`config.mk`:
```
export PLATFORM = sky130hd
export DESIGN_NAME = instr_fetch_unit
export DESIGN_NICKNAME = d
export VERILOG_FILES = /design/src/rtl/instr_fetch_unit.sv
export SDC_FILE = /design/constraint.sdc
export NUM_CORES = 1
export LEC_CHECK = 0
export CAP_MARGIN = 25
export CORE_MARGIN = 5
export CORE_UTILIZATION = 39
export DETAILED_ROUTE_END_ITERATION = 7
export MAX_ROUTING_LAYER = met4
export PLACE_DENSITY = 0.75
export SETUP_SLACK_MARGIN = 0.05
export SKIP_CTS_REPAIR_TIMING = 1
export SLEW_MARGIN = 5
export SYNTH_ARGS = -nofsm -noshare
export SYNTH_HDL_FRONTEND = slang
export SYNTH_SLANG_ARGS = --single-unit
```
`constraint.sdc`:
```
create_clock -name orig_clk -period 1.75 [get_ports orig_clk]
set_clock_uncertainty 0.1 [all_clocks]
set_input_delay 0.175 -clock orig_clk [delete_from_list [all_inputs] [get_ports orig_clk]]
set_output_delay 0.175 -clock orig_clk [all_outputs]
set_load 0.01 [all_outputs]
```
`src/rtl/instr_fetch_unit.sv`:
```
// Instruction fetch unit: one-word-deep fetch stage between an instruction ROM and decode.
// A redirect from execute overrides everything, and any ROM ack that coincides with it is dropped.
module instr_fetch_unit #(
   parameter logic [7:0] RESET_PC = 8'h00
) (
   input  logic        orig_clk,
   input  logic        rst_n,
   input  logic        fetch_en,
   input  logic        redirect,
   input  logic [7:0]  redirect_pc,
   output logic        rom_req,
   output logic [7:0]  rom_addr,
   input  logic        rom_ack,
   input  logic [31:0] rom_data,
   output logic [31:0] instr,
   output logic [7:0]  instr_addr,
   output logic        instr_valid,
   input  logic        instr_ready,
   output logic [15:0] instr_count
);

   typedef enum logic [1:0] {
      IDLE  = 2'd0,
      FETCH = 2'd1,
      FULL  = 2'd2
   } state_t;

   state_t      r_state;
   state_t      w_stateNext;
   logic [7:0]  r_pc;
   logic [31:0] r_instr;
   logic [7:0]  r_instrAddr;
   logic [15:0] r_instrCount;
   logic        w_capture;
   logic        w_handshake;

   assign w_capture   = (r_state == FETCH) && rom_ack && !redirect;
   assign w_handshake = (r_state == FULL) && instr_ready && !redirect;

   always_ff @(posedge orig_clk or negedge rst_n) begin
      if (!rst_n) begin
         r_state <= IDLE;
      end else begin
         r_state <= w_stateNext;
      end
   end

   // Once a request is outstanding it runs to completion even if fetch_en drops.
   always_comb begin
      w_stateNext = r_state;
      if (redirect) begin
         w_stateNext = fetch_en ? FETCH : IDLE;
      end else begin
         case (r_state)
            IDLE:    if (fetch_en) w_stateNext = FETCH;
            FETCH:   if (rom_ack) w_stateNext = FULL;
            FULL:    if (instr_ready) w_stateNext = fetch_en ? FETCH : IDLE;
            default: w_stateNext = IDLE;
         endcase
      end
   end

   always_comb begin
      rom_req     = 1'b0;
      instr_valid = 1'b0;
      case (r_state)
         FETCH:   rom_req = 1'b1;
         FULL:    instr_valid = 1'b1;
         default: ;
      endcase
   end

   always_ff @(posedge orig_clk or negedge rst_n) begin
      if (!rst_n) begin
         r_pc        <= RESET_PC;
         r_instr     <= 32'h0;
         r_instrAddr <= 8'h00;
      end else if (redirect) begin
         r_pc <= redirect_pc;
      end else if (w_capture) begin
         r_instr     <= rom_data;
         r_instrAddr <= r_pc;
         r_pc        <= r_pc + 8'd1;
      end
   end

   always_ff @(posedge orig_clk or negedge rst_n) begin
      if (!rst_n) begin
         r_instrCount <= 16'h0000;
      end else if (w_handshake && (r_instrCount != 16'hFFFF)) begin
         r_instrCount <= r_instrCount + 16'd1;
      end
   end

   assign rom_addr    = r_pc;
   assign instr       = r_instr;
   assign instr_addr  = r_instrAddr;
   assign instr_count = r_instrCount;

endmodule

```
==> results of run 1 <==
sequential cells by signal, summed over array words and instances, names as in the netlist:
register and count:
instr 32, rom_addr 8, r_state 2, instr_count 16
instr_addr 8
path summary, 6_finish.rpt:
path,from,end,slack [ps],depth (start not counted)
worst max-delay path,instr_count[9],instr_count[13],-30,5
worst min-delay path,rst_n,instr_count[13],220,2
worst max register to register,instr_count[9],instr_count[13],-30,5
worst min register to register,instr_count[4],instr_count[4],410,1
max in group asynchronous,rst_n,instr[12],690,3
min in group orig_clk,redirect_pc[0],rom_addr[0],310,3
worst max-delay path, stage by stage, from the launching register on:
cell	delay (ps)
dfrtp_1	430
nand4_1	150
or4_4	550
buf_4	160
nor3_2	160
xor2_1	150
cells by family after synthesis:
kind of cell	after synthesis
fa+ha+maj	2
simple gates	62
flops	66
mux	46
buf+inv	8
compound gates	14
xor+xnor	18
area by class of cell:
cell class	instances	area share
clock buffer	12	0.0319
clock inverter	4	0.0140
inverter	1	0.000726
multi-input combinational	142	0.282
sequential	66	0.321
tap	99	0.0239
timing repair buffer	169	0.327
layer usage:
layer / track usage / vias to the layer above / share of wire
li1: - / 1112 / -
met1: 0.209 / 1186 / 0.44
met2: 0.250 / 74 / 0.50
met3: 0.0410 / 8 / 0.056
met4: 0.0675 / 0 / 0.013
met5: - / - / 0
cell usage after synthesis, types with 4 or more instances:
cell type / count
mux2_2: 43
nand2_1: 15
nand3_1: 4
buf_2: 4
nand4_1: 6
nor3_1: 5
o21ai_0: 10
xor2_1: 12
xnor2_1: 6
nor4_1: 4
nor2_1: 9
dfrtp_1: 66
cells in the final DEF (no fill, tap or decap), types with 6 or more instances in the layout:
master	count
nand4_1	6
xnor2_1	6
clkbuf_8	12
clkdlybuf4s50_1	101
dfrtp_1	60
dfrtp_2	6
dlymetal6s2s_1	8
xor2_1	12
o21ai_0	9
mux2_4	41
buf_6	9
buf_4	41
nand2_1	15
where the power goes:
part           switching, mW  internal [mW]
clock                  0.581          0.917
combinational          0.635           1.25
sequential             0.207           1.87
==> summary.txt, run 1 <==
Yosys
  – Asr flop ratio synth: 1.00
  – #FFs+latches synth: 66
  – Main flop type after synthesis: dfrtp_1
  – Area leader, netlist: dfrtp_1
  – YS warnings: 0
  – Largest cells by area after synthesis: dfrtp_1, mux2_2, xor2_1, nand2_1, xnor2_1
  – Main combinational cell family by area after synthesis: multiplexers
  – Yosys top cell area share: 0.581
  – Post-Synth Adder-Cell Area: 0.00880
  – Post-Syn Area per Cell: 13.2 um2
  – Simple-gate area share of the yosys netlist: 0.133
  – Mux share of post-synthesis cell area: 0.181
  – Xor/xnor cell area share of the yosys netlist: 0.0554
  – Cells after synthesis: 216
  – Seq/Total Area, Yosys: 0.581
  – Synthesized Nets: 264
  – Synth Area in Compound Gates: 0.0260
  – Post-synth EDFFs: 0
  – Count of cell types in the netlist: 35
  – Mapped cell area: 2840 um2

Cells and area
  – Final Core Density: 0.721
  – Register area: 1660 um2
  – N_diodes: 0
  – Final instance area: 5170 um2
  – Area of the multi-input gates: 1460 um2
  – Share of layout cells above drive strength 1: 0.376
  – Final std cells w/o fill: 493
  – # nets final: 437
  – Fill count: 497
  – Synthesis-to-layout area growth: 81.9%

Drt
  – ANT nets after route: 0
  – Wire per inst: 16.7 um
  – Final WL: 8.25 mm
  – Vias: 2380
  – Residual DRC count: 0
  – Avg Vias per Cell: 4.83
  – DRT Pass-1 Iters: 4
  – DR iter-0 viols: 59

Worst setup path
  – CP max FO: 3
  – Critical path class: reg -> reg
  – CP startpoint kind: flop
  – Worst setup EP type: flop
  – CP arrival: 1940 ps
  – CP Data Required Time: 1910 ps

Run
  – Max-Cap Viols: 0

Timing
  – Fin crit share: 1.02
  – Final-report hold violation count: 0
  – Top achievable clock speed: 0.563 GHz
  – Slew of the pin with the lowest slew margin: 469 ps
  – Slew headroom: 0.687
  – RSZ-0062 raised after global routing: true
  – Final setup margin: -27.6 ps
  – Hold slack: 223 ps
  – Fin crit period: 1780 ps
  – Slew Viols, Final: 0
  – Setup TNS: -185 ps
  – Final setup fails: 16

Place
  – Placer Congestion: 0.818
  – Placed cell count: 454
  – Post-Place Worst Slack: -255 ps
  – Placement Cell Area: 4370 um2
  – Final HPWL DP: 5.23 mm
  – Port buffer count: 111

Status
  – Violated checks: setup timing
  – Status: finished, violations left

Power
  – PD cells: 1060 nW/um2
  – Maximum vdd drop: 0.769 mV
  – Design Power: 5.46 mW
  – Leak pwr: 2.44 nW

Floorplanning
  – FP Rows: 31
  – CORE AREA: 7180 um2
  – I/O pin cnt: 112
  – Die area: 9100 um2
  – Die width: 95.4 um
  – Starting Density: 0.396
  – Die Ht: 95.4 um

CTS
  – CTS tree: done
  – Worst skew pair latency: 340 ps
  – Sink Count: 66
  – Root Buffer Master: clkbuf_8
  – Reg clk slew, reported paths: 70 ps
  – CTS Buf Count: 9
  – H-Tree Depth: 3
  – Longest Clk Path Bufs: 2

Global routing
  – GRT Total Usage: 0.164
  – Total grt overflow: 0
  – Number of global-route vias before repair: 2330
  – First-pass GRT wire length: 11.1 mm
  – Largest net degree at the start of global routing: 30
  – Initial antenna violation count: 0

Worst hold path
  – HP Class: in -> async
Note: power is estimated with default switching activity, not from simulation.
==> run 2, diff against run 1 <==
Settings changed: CORE_UTILIZATION 39 to 47, PLACE_DENSITY 0.75 to 0.85.
Clock period 1.75 ns to 2.25 ns, I/O delays scaled along.
==> summary.txt, run 2 (synthesized netlist as in run 1, its figures left out) <==
Floorplanning
  – Die width: 87.8 um (-8.0%)
  – CORE AREA: 5890 um2 (-18%)
  – Die Ht: 87.8 um (-8.0%)
  – I/O pin cnt: 112 (unchanged)
  – Die area: 7710 um2 (-15%)
  – Starting Density: 0.483 (+0.0869)
  – FP Rows: 28 (-9.7%)

Timing
  – Fin crit period: 1970 ps
  – Final-report hold violation count: 0 (unchanged)
  – Slew headroom: 0.522 (-0.166)
  – Slew Viols, Final: 0 (unchanged)
  – Top achievable clock speed: 0.509 GHz
  – Setup TNS: 0 ps (+185 ps)
  – Hold slack: 348 ps (+126 ps)
  – RSZ-0062 raised after global routing: false
  – Final setup margin: 284 ps (+312 ps)
  – Final setup fails: 0 (-16)
  – Fin crit share: 0.874
  – Slew of the pin with the lowest slew margin: 717 ps (+248 ps)

Worst setup path
  – R2r startpoint: instr_count[5]
  – Worst setup path startpoint: r_state[1]
  – Critical path class: reg -> out
  – CP Data Required Time: 1920 ps (about the same)
  – Worst Reg-to-Reg Cells: 4 (-1)
  – CP startpoint kind: flop
  – CP arrival: 1640 ps (-300 ps)
  – Worst r2r dst: instr_count[15]
  – FF-to-FF setup slack: 330 ps (+360 ps)
  – Worst setup EP type: output port
  – CP max FO: 6 (+3)

Global routing
  – Initial antenna violation count: 0 (unchanged)
  – First-pass GRT wire length: 10.8 mm (-2.2%)
  – Total grt overflow: 0 (unchanged)
  – GRT Total Usage: 0.187 (+0.0235)
  – Number of global-route vias before repair: 2328 (-0.086%)
  – Largest net degree at the start of global routing: 37 (+23%)

Drt
  – Residual DRC count: 0 (unchanged)
  – Vias: 2151 (-9.6%)
  – Avg Vias per Cell: 5.12 (+6.1%)
  – ANT nets after route: 0 (unchanged)
  – Met1 wire length: 2.73 mm (-24%)
  – DR WL met3: 441 um (-3.7%)
  – DR iter-0 viols: 53 (-10%)
  – Highest layer used for signal routing: met4
  – Met2 Wirelength: 3.42 mm (-16%)
  – Wire per inst: 15.9 um (-5.2%)
  – DRT Pass-1 Iters: 4 (unchanged)
  – Final WL: 6.66 mm (-19%)

Place
  – Final HPWL DP: 5.05 mm (-3.3%)
  – Post-Place Worst Slack: 84.6 ps (+339 ps)
  – Placement Cell Area: 4100 um2 (-6.2%)
  – Placer Congestion: 0.789 (-3.7%)
  – Port buffer count: 111 (unchanged)
  – Placed cell count: 403 (-11%)

Power
  – Total net switching power: 1.04 mW (-27%)
  – Design Power: 3.67 mW (-33%)
  – Gate power share: 0.314 (-0.032)
  – Clock Power Share: 0.243 (-0.031)
  – Net Sw Frac: 0.285 (+0.0239)
  – Maximum vdd drop: 0.763 mV (-0.75%)
  – Leak pwr: 1.81 nW (-26%)
  – Reg power frac: 0.443 (+0.063)
  – PD cells: 855 nW/um2 (-19%)
  – Cell-internal power: 2.62 mW (-35%)

CTS
  – Longest Clk Path Bufs: 2 (unchanged)
  – CTS tree: done
  – CTS Buf Count: 9 (unchanged)
  – Reg clk slew, reported paths: 70 ps (about the same)
  – Sink Count: 66 (unchanged)
  – H-Tree Depth: 3 (unchanged)
  – Worst skew pair latency: 330 ps (about the same)
  – Root Buffer Master: clkbuf_8

Cells and area
  – Synthesis-to-layout area growth: 50.8%
  – Largest register FFs: 32 (unchanged)
  – Final std cells w/o fill: 420 (-15%)
  – N_diodes: 0 (unchanged)
  – Final Core Density: 0.729 (+0.00752)
  – Final instance area: 4290 um2 (-17%)
  – Fill count: 418 (-16%)
  – Most frequent cells in the layout: clkdlybuf4s50_1, dfrtp_1, mux2_2
  – Share of layout cells above drive strength 1: 0.217 (-0.158)
  – # nets final: 388 (-11%)
  – Most common cell after layout, fill and taps aside: clkdlybuf4s50_1

Worst hold path
  – Hold path endpoint: rom_addr[2]
  – HP Class: in -> reg
  – HP Start: redirect_pc[2]
  – Worst hold path stage count: 3

Status
  – Status: finished, final reports clean

Run
  – Max-Cap Viols: 0 (unchanged)
[run 2: per-layer routing]
layer,vias up,GRT usage
met1,1052,0.222
met2,68,0.313
li1,1024,-
met5,-,-
met4,0,0.0669
met3,7,0.0423
[run 2: area by class of cell]
cell class                      instances  area (um2)  area share
Sequential cell                        66        1650       0.385
Clock inverter                          6        42.5     0.00992
Multi-Input combinational cell        142        1160       0.270
Tap cell                               75        93.8      0.0219
Clock buffer                           10         138      0.0321
Inverter                                1        3.75    0.000875
Timing Repair Buffer                  120        1200       0.280
[run 2: how the worst max path moves through the flow]
stage / cells past startpoint / endpoint / slack, ps
floorplan: 5 / instr_count[15] / 360
global placement: 5 / instr_count[15] / 120
detailed placement: 5 / instr_count[15] / 80
CTS: 2 / instr_valid / 270
global route: 2 / instr_valid / 170
finish: 2 / instr_valid / 280
[run 2: critical path, cell delays in order (launching register included)]
cell	delay (ps)
dfrtp_1	470
nor2b_1	270
clkdlybuf4s50_1	580
[run 2: power by group through the flow]
stage	registers (mW)	clock network (mW)	logic [mW]
after global routing	1.66	0.966	1.23
after detailed placement	1.65	0	1.16
after CTS	1.63	0.916	1.17
after global placement	1.63	0	1.14
final	1.62	0.891	1.15
after floorplan	1.75	0	0.320
